File: config.mk
export PLATFORM = sky130hd
export DESIGN_NAME = pc_sequencer
export DESIGN_NICKNAME = d
export VERILOG_FILES = /design/src/rtl/pc_sequencer.sv
export SDC_FILE = /design/constraint.sdc
export NUM_CORES = 1
export LEC_CHECK = 0
export BUFFER_PORTS_ARGS = -buffer_cell sky130_fd_sc_hd__buf_4
export CORE_ASPECT_RATIO = 1.75
export CORE_MARGIN = 2
export CORE_UTILIZATION = 46
export DETAILED_ROUTE_END_ITERATION = 7
export GPL_ROUTABILITY_DRIVEN = 0
export PLACE_DENSITY = 0.81
export SYNTH_ARGS = -nofsm -noshare
export SYNTH_HDL_FRONTEND = slang
export SYNTH_SLANG_ARGS = --single-unit
File: constraint.sdc
create_clock -name Clk -period 2.75 [get_ports Clk]
set_clock_uncertainty 0.2 [all_clocks]
set_input_delay 0.1375 -clock Clk [delete_from_list [all_inputs] [get_ports Clk]]
set_output_delay 0.1375 -clock Clk [all_outputs]
set_load 0.01 [all_outputs]
File: src/rtl/pc_sequencer.sv
// Program counter and instruction fetch sequencer for the single-issue MIPS datapath.
// Holds the PC, runs the req/ack fetch handshake and squashes fetches overtaken by a redirect.
module pc_sequencer #(
    parameter int              PC_W     = 32,
    parameter logic [PC_W-1:0] RESET_PC = '0
) (
    input  logic            Clk,
    input  logic            Reset,
    input  logic            Stall,
    input  logic            BranchTaken,
    input  logic [PC_W-1:0] BranchTarget,
    input  logic            Jump,
    input  logic [PC_W-1:0] JumpTarget,
    input  logic            Halt,
    output logic            IMemReq,
    output logic [PC_W-1:0] IMemAddr,
    input  logic            IMemAck,
    output logic [PC_W-1:0] PCResult,
    output logic [PC_W-1:0] PCAddResult,
    output logic            FetchValid,
    output logic [PC_W-1:0] FetchPC
);

    typedef enum logic [1:0] {
        IDLE = 2'd0,
        REQ  = 2'd1,
        HALT = 2'd2
    } state_t;

    state_t          state;
    state_t          state_n;
    logic [PC_W-1:0] pc;
    logic [PC_W-1:0] pc_n;
    logic [PC_W-1:0] pc_add;
    logic            req;
    logic            req_n;
    logic            fetch_valid;
    logic            fetch_valid_n;
    logic [PC_W-1:0] fetch_pc;
    logic [PC_W-1:0] fetch_pc_n;
    logic            pend_redir;
    logic            pend_redir_n;
    logic [PC_W-1:0] pend_tgt;
    logic [PC_W-1:0] pend_tgt_n;
    logic            pend_halt;
    logic            pend_halt_n;
    logic            redir;
    logic [PC_W-1:0] redir_tgt;
    logic [PC_W-1:0] raw_tgt;

    assign pc_add = pc + PC_W'(4);

    // Jump wins over a same-cycle taken branch; targets are word aligned.
    assign redir     = Jump | BranchTaken;
    assign raw_tgt   = Jump ? JumpTarget : BranchTarget;
    assign redir_tgt = {raw_tgt[PC_W-1:2], 2'b00};

    always_comb begin
        state_n       = state;
        pc_n          = pc;
        fetch_valid_n = 1'b0;
        fetch_pc_n    = fetch_pc;
        pend_redir_n  = pend_redir;
        pend_tgt_n    = pend_tgt;
        pend_halt_n   = pend_halt;
        case (state)
            IDLE: begin
                if (redir) pc_n = redir_tgt;
                if (Halt) state_n = HALT;
                else if (!Stall) state_n = REQ;
            end
            REQ: begin
                if (IMemAck) begin
                    fetch_pc_n    = pc;
                    fetch_valid_n = !(redir || pend_redir || Halt || pend_halt);
                    if (redir) pc_n = redir_tgt;
                    else if (pend_redir) pc_n = pend_tgt;
                    else pc_n = pc_add;
                    pend_redir_n = 1'b0;
                    pend_halt_n  = 1'b0;
                    if (Halt || pend_halt) state_n = HALT;
                    else if (Stall) state_n = IDLE;
                end else begin
                    // Request is held stable; remember what arrived meanwhile.
                    if (redir) begin
                        pend_redir_n = 1'b1;
                        pend_tgt_n   = redir_tgt;
                    end
                    if (Halt) pend_halt_n = 1'b1;
                end
            end
            HALT: begin
                state_n = HALT;
            end
            default: state_n = IDLE;
        endcase
        req_n = (state_n == REQ);
    end

    always_ff @(posedge Clk) begin
        if (Reset) begin
            state       <= IDLE;
            pc          <= RESET_PC;
            req         <= 1'b0;
            fetch_valid <= 1'b0;
            fetch_pc    <= '0;
            pend_redir  <= 1'b0;
            pend_tgt    <= '0;
            pend_halt   <= 1'b0;
        end else begin
            state       <= state_n;
            pc          <= pc_n;
            req         <= req_n;
            fetch_valid <= fetch_valid_n;
            fetch_pc    <= fetch_pc_n;
            pend_redir  <= pend_redir_n;
            pend_tgt    <= pend_tgt_n;
            pend_halt   <= pend_halt_n;
        end
    end

    assign IMemReq     = req;
    assign IMemAddr    = pc;
    assign PCResult    = pc;
    assign PCAddResult = pc_add;
    assign FetchValid  = fetch_valid;
    assign FetchPC     = fetch_pc;

endmodule

==> Yosys cells after proc, flatten, opt, wreduce, memory -nomap -nowiden <==
Index checks and enable logic that the tools add are counted.
{ "classes": {"n_mul": 0, "shift": 0, "addsub": 1, "n_reduce_logical": 15, "magnitude_cmp": 0, "n_eq_ne": 5, "n_mux": 16, "div": 0, "n_bitwise": 3} }
{ "op_table": {"columns": ["cell", "n"], "rows": [
  ["32-bit 2-to-1 mux", 5],
  ["32-bit case mux with 2 select lines", 1],
  ["32-bit by 3-bit adder with 32-bit output (second input constant)", 1],
  ["2-bit 2-to-1 mux", 5],
  ["2-bit case mux with 3 select lines", 1],
  ["2-bit AND reduction", 3],
  ["3-bit AND reduction", 2],
  ["2-bit nonzero test", 3],
  ["2-bit by 1-bit == test with 1-bit output (second input constant)", 2],
  ["1-bit logical OR", 4],
  ["1-bit 2-to-1 mux", 4],
  ["2-bit inequality test (second input constant)", 2],
  ["3-bit OR reduction", 1],
  ["2-bit == test (second input constant)", 1],
  ["2-bit logical NOT", 1],
  ["1-bit NOT", 2],
  ["1-bit logical NOT", 1],
  ["1-bit bitwise OR", 1]
]} }
{ "totals": {"latch_bits": 0, "ramBits": 0, "mem_bits_ro": 0, "in_bits": 71, "wordCells": 48, "n_memories": 0, "reg_bits": 100} }

==> Logic depth before layout (Yosys ltp) <==
{ "logic_depth": {"ltp_word": 5, "mapped_depth": 8, "mapped_depth_nobuf": 6} }

==> Least setup slack after synthesis <==
No wires, ideal clock.
{ "synth_timing": {"path_kind": "register to register", "from": "register pc[2] (netlist: IMemAddr[2])", "to": "register pc[23] (netlist: IMemAddr[23])", "path_stages_with_launch": 7, "arrival_ps": 2207, "synth_period_minus_slack_ps": 2499, "slack_ps": 251, "cell_sequence": "dfxtp_1 -> nand2_1 -> or4_1 -> buf_2 -> or4_4 -> o31a_1 -> o32ai_1"} }
{ "synth_between": {"elab_chain_cells": 5} }
{ "synth_lines": {"columns": ["item", "line", "text"], "rows": [
  ["from (decl)", "32", "logic [PC_W-1:0] pc;"],
  ["from (signal assigned)", "112", "pc <= pc_n;"],
  ["32-bit by 3-bit adder with 32-bit output", "51", "assign pc_add = pc + PC_W'(4);"],
  ["32-bit 2-to-1 mux", "77", "else if (pend_redir) pc_n = pend_tgt;"],
  ["32-bit 2-to-1 mux", "76", "if (redir) pc_n = redir_tgt;"],
  ["32-bit 2-to-1 mux", "73", "if (IMemAck) begin"],
  ["32-bit case mux with 2 select lines", "66", "case (state)"]
]} }
Every way passes these cells. The select of a mux whose other input is x is not followed.
A chain may end at the register's enable or synchronous reset.

==> Final worst setup path <==
{ "layout_timing": {"from": "register pc[7] (netlist: IMemAddr[7])", "to": "output port PCAddResult[23]"} }
{ "layout_between": {"elab_chain_cells": 1} }
{ "layout_lines": {"columns": ["item", "line", "text"], "rows": [
  ["32-bit by 3-bit adder with 32-bit output", "51", null],
  ["to (decl)", "19", "output logic [PC_W-1:0] PCAddResult,"]
]} }
Every way passes these cells.

==> run metrics <==
status=complete, but fails checks; failing checks=hold timing; vias in the first global route=5168; WS Path Type=flip-flop to output pin; Design Area, Final=6980 µm²; Max stage delay on crit path=600 ps; fraction of layout cells with a size suffix above 1=31.5%; DRT Wirelength=16200 µm; H-Tree Depth=3; Netlist cell types=61; nets=873; worst-skew pair later-pin latency=340 ps; setup repair after global routing missed its margin=no; DPL Wire Length=11900 µm; Core Region=11100 µm²; switching share of total power=28.7%; # Post-CTS Setup Buffers=0; net switching power=0.00106 W; Clk pin slew, worst setup/hold paths=70 ps; Initial Utilization=47.1%; clock root buffer=clkbuf_16; IO Count=201; final period utilization=97.8%; GR Util met1=31.1%; most used routing layer=met2; most frequent cells in the layout=buf_4, dfxtp_1, nand2_1; crit end category=output pin; maximum clock path buffer count=2; CP max FO=6; crit-path cells=nand4_1, or4_4, or4_4, xnor2_4, buf_4; DRT antenna net count=0; number of enable flip-flop cells after synthesis=0; Final Util=62.9%; Tightest Pin Transition=949 ps; gr usage total=25.3%; Via Count=5449; clock share of power=35.9%; M3 GR Usage=3.47%; Final setup viols=0; fillers=944; wire length per cell=17.3 µm; VDD IR-drop max=0.353 mV; synthesized area=5230 µm²; slew margin rel.=36.5%; Max Cap Viol=0; Tot Pwr=0.00372 W; largest net degree at the start of global routing=48; Lkg Pwr=2.94 nW; critical path arrival=2350 ps; via/cell ratio=5.81; #FFs+latches synth=96; Hold WS=-0.173 ps; combinational power share=22.0%; FFs w/ async S/R, synth=0%; Tightest Hold Check Type=input pin to flip-flop; port buffer count=188; number of remaining DRC errors=0; initial DRC count=376; Yosys warnings=0; max-slew violation count=0; most used cell, CP=or4_4; Worst setup SP type=flip-flop; most common cell after layout, fill and taps aside=buf_4; area grow syn2layout=33.5%; Final Hold Vio Count=1; full die area=12300 µm²; post-synthesis instance total=657; post-synthesis sequential area ratio=36.8%; Max Clock Freq=0.372 GHz; clk sinks=96; DRT Pass-1 Iters=5; CTS tree=built; pwr dens=532 nW/µm²; top_reg_cell synth=dfxtp_1; Required @ worst endpoint=2410 ps; Area after DPL=6580 µm²; Int Pwr=0.00265 W; met2 usage=41.9%; Ant. Diodes=0; cts bufs inserted=9; initial antenna violation count=0; Fin Setup TNS=0 ps; Overflow after GRT=0; Die H=145 µm; Reg power frac=42.2%; first-pass GRT wire length=25600 µm; chip width=84.6 µm; num rows=51; Syn Area/Cell=7.96 µm²; slowest CP cell=or4_4; Tmin final=2690 ps
==> cell families after synthesis <==
family / synth area share (%)
buffers and inverters: 9.95
XOR/XNOR: 4.19
other: 0.0717
multiplexers: 7.15
flip-flops: 36.8
AO/OA/AOI/OAI: 20.6
adder cells (fa/ha/maj): 0.239
AND/OR/NAND/NOR: 21.1
==> cells in the mapped netlist, types with 2 or more instances <==
library cell	n	area share, %
o21bai_1	3	0.43
nand4_1	7	0.84
a21o_1	3	0.43
dfxtp_1	96	37
xor2_1	7	1.2
mux2i_1	34	6.5
nand2b_1	6	0.72
nand2_1	82	5.9
a21oi_1	56	5.4
a211oi_1	36	5.2
and4_1	2	0.34
nor2b_1	4	0.48
clkbuf_1	47	3.4
nor3_1	18	1.7
o31ai_1	5	0.72
or4b_1	2	0.38
a311oi_1	2	0.34
o41a_1	2	0.43
and2_1	3	0.36
a2111oi_0	3	0.50
xnor2_1	18	3.0
o2111ai_1	2	0.34
buf_2	5	0.48
nor2_1	59	4.2
or2_2	2	0.24
buf_1	2	0.14
o221ai_1	2	0.34
or4_1	4	0.57
nor4_2	2	0.48
inv_1	6	0.43
nand3_1	18	1.7
or3_1	2	0.24
and3_1	4	0.48
nor3b_1	2	0.29
mux2_2	3	0.65
o211ai_1	4	0.57
o22ai_1	4	0.48
o21ai_0	27	2.6
buf_4	38	5.5
a31oi_1	7	0.84
nor4_1	8	0.96
==> power by group through the flow <==
stage	clock network, W	registers (W)	logic [W]
2_1_floorplan	0	0.00159	0.000437
3_3_place_gp	0	0.00158	0.000783
3_5_place_dp	0	0.00159	0.000797
4_1_cts	0.00135	0.00156	0.000808
5_1_grt	0.00140	0.00158	0.000869
6_report	0.00133	0.00157	0.000816
==> state kept, by name, summed over array words and instances (netlist names) <==
signal / flops
FetchPC: 30
FetchValid: 1
IMemAddr: 30
IMemReq: 1
pend_halt: 1
pend_redir: 1
pend_tgt: 30
state: 2
==> path summary, 6_finish.rpt <==
path                    startpoint         endpoint  slack, ps  cells past startpoint
hold / removal    BranchTarget[31]     pend_tgt[31]       -0.2                      3
setup / recovery       IMemAddr[7]  PCAddResult[23]         60                      5
setup reg to reg          state[0]     IMemAddr[20]        270                      5
hold reg to reg        FetchPC[11]      FetchPC[11]        250                      2
==> cell type report <==
type                    instances  area [µm²]  area share, %
clock buffers                   9         225           3.23
clock inverters                 7        93.8           1.34
inverters                       7        26.3          0.376
multi-input cells             469        2870           41.1
flip-flops and latches         96        1930           27.7
well taps                     132         165           2.37
repair buffers                218        1670           24.0
==> worst max-delay path: cells and delay by family, from the launching register on <==
| family | cells | cell delay (ps) |
|---|---|---|
| flip-flops | 1 | 380 |
| buffers and inverters | 1 | 150 |
| XOR/XNOR | 1 | 190 |
| AND/OR/NAND/NOR | 3 | 1290 |
==> layer usage <==
layer | vias up | share of wire (%)
met3 | 59 | 7.0
met2 | 288 | 49
met1 | 2519 | 39
met5 | - | 0
met4 | 0 | 5.3
li1 | 2583 | -
==> stage by stage <==
| stage | instances | worst slack (ps) |
|---|---|---|
| 2_1_floorplan | 664 | 251 |
| 3_3_place_gp | 918 | 237 |
| 3_5_place_dp | 918 | 172 |
| 4_1_cts | 938 | 15.0 |
| 5_1_grt | 938 | 3.29 |
| 6_report | 938 | 59.8 |
==> timing repair <==
item | in CTS | in global routing
pin swaps | 0 | 1
resized for setup | 9 | 3
hold buffers | 4 | 0
hold endpoints to repair | 6 | 0
endpoints found under the setup margin | 2 | 2
cloned | 0 | 0
Note: power is estimated with default switching activity, not from simulation.
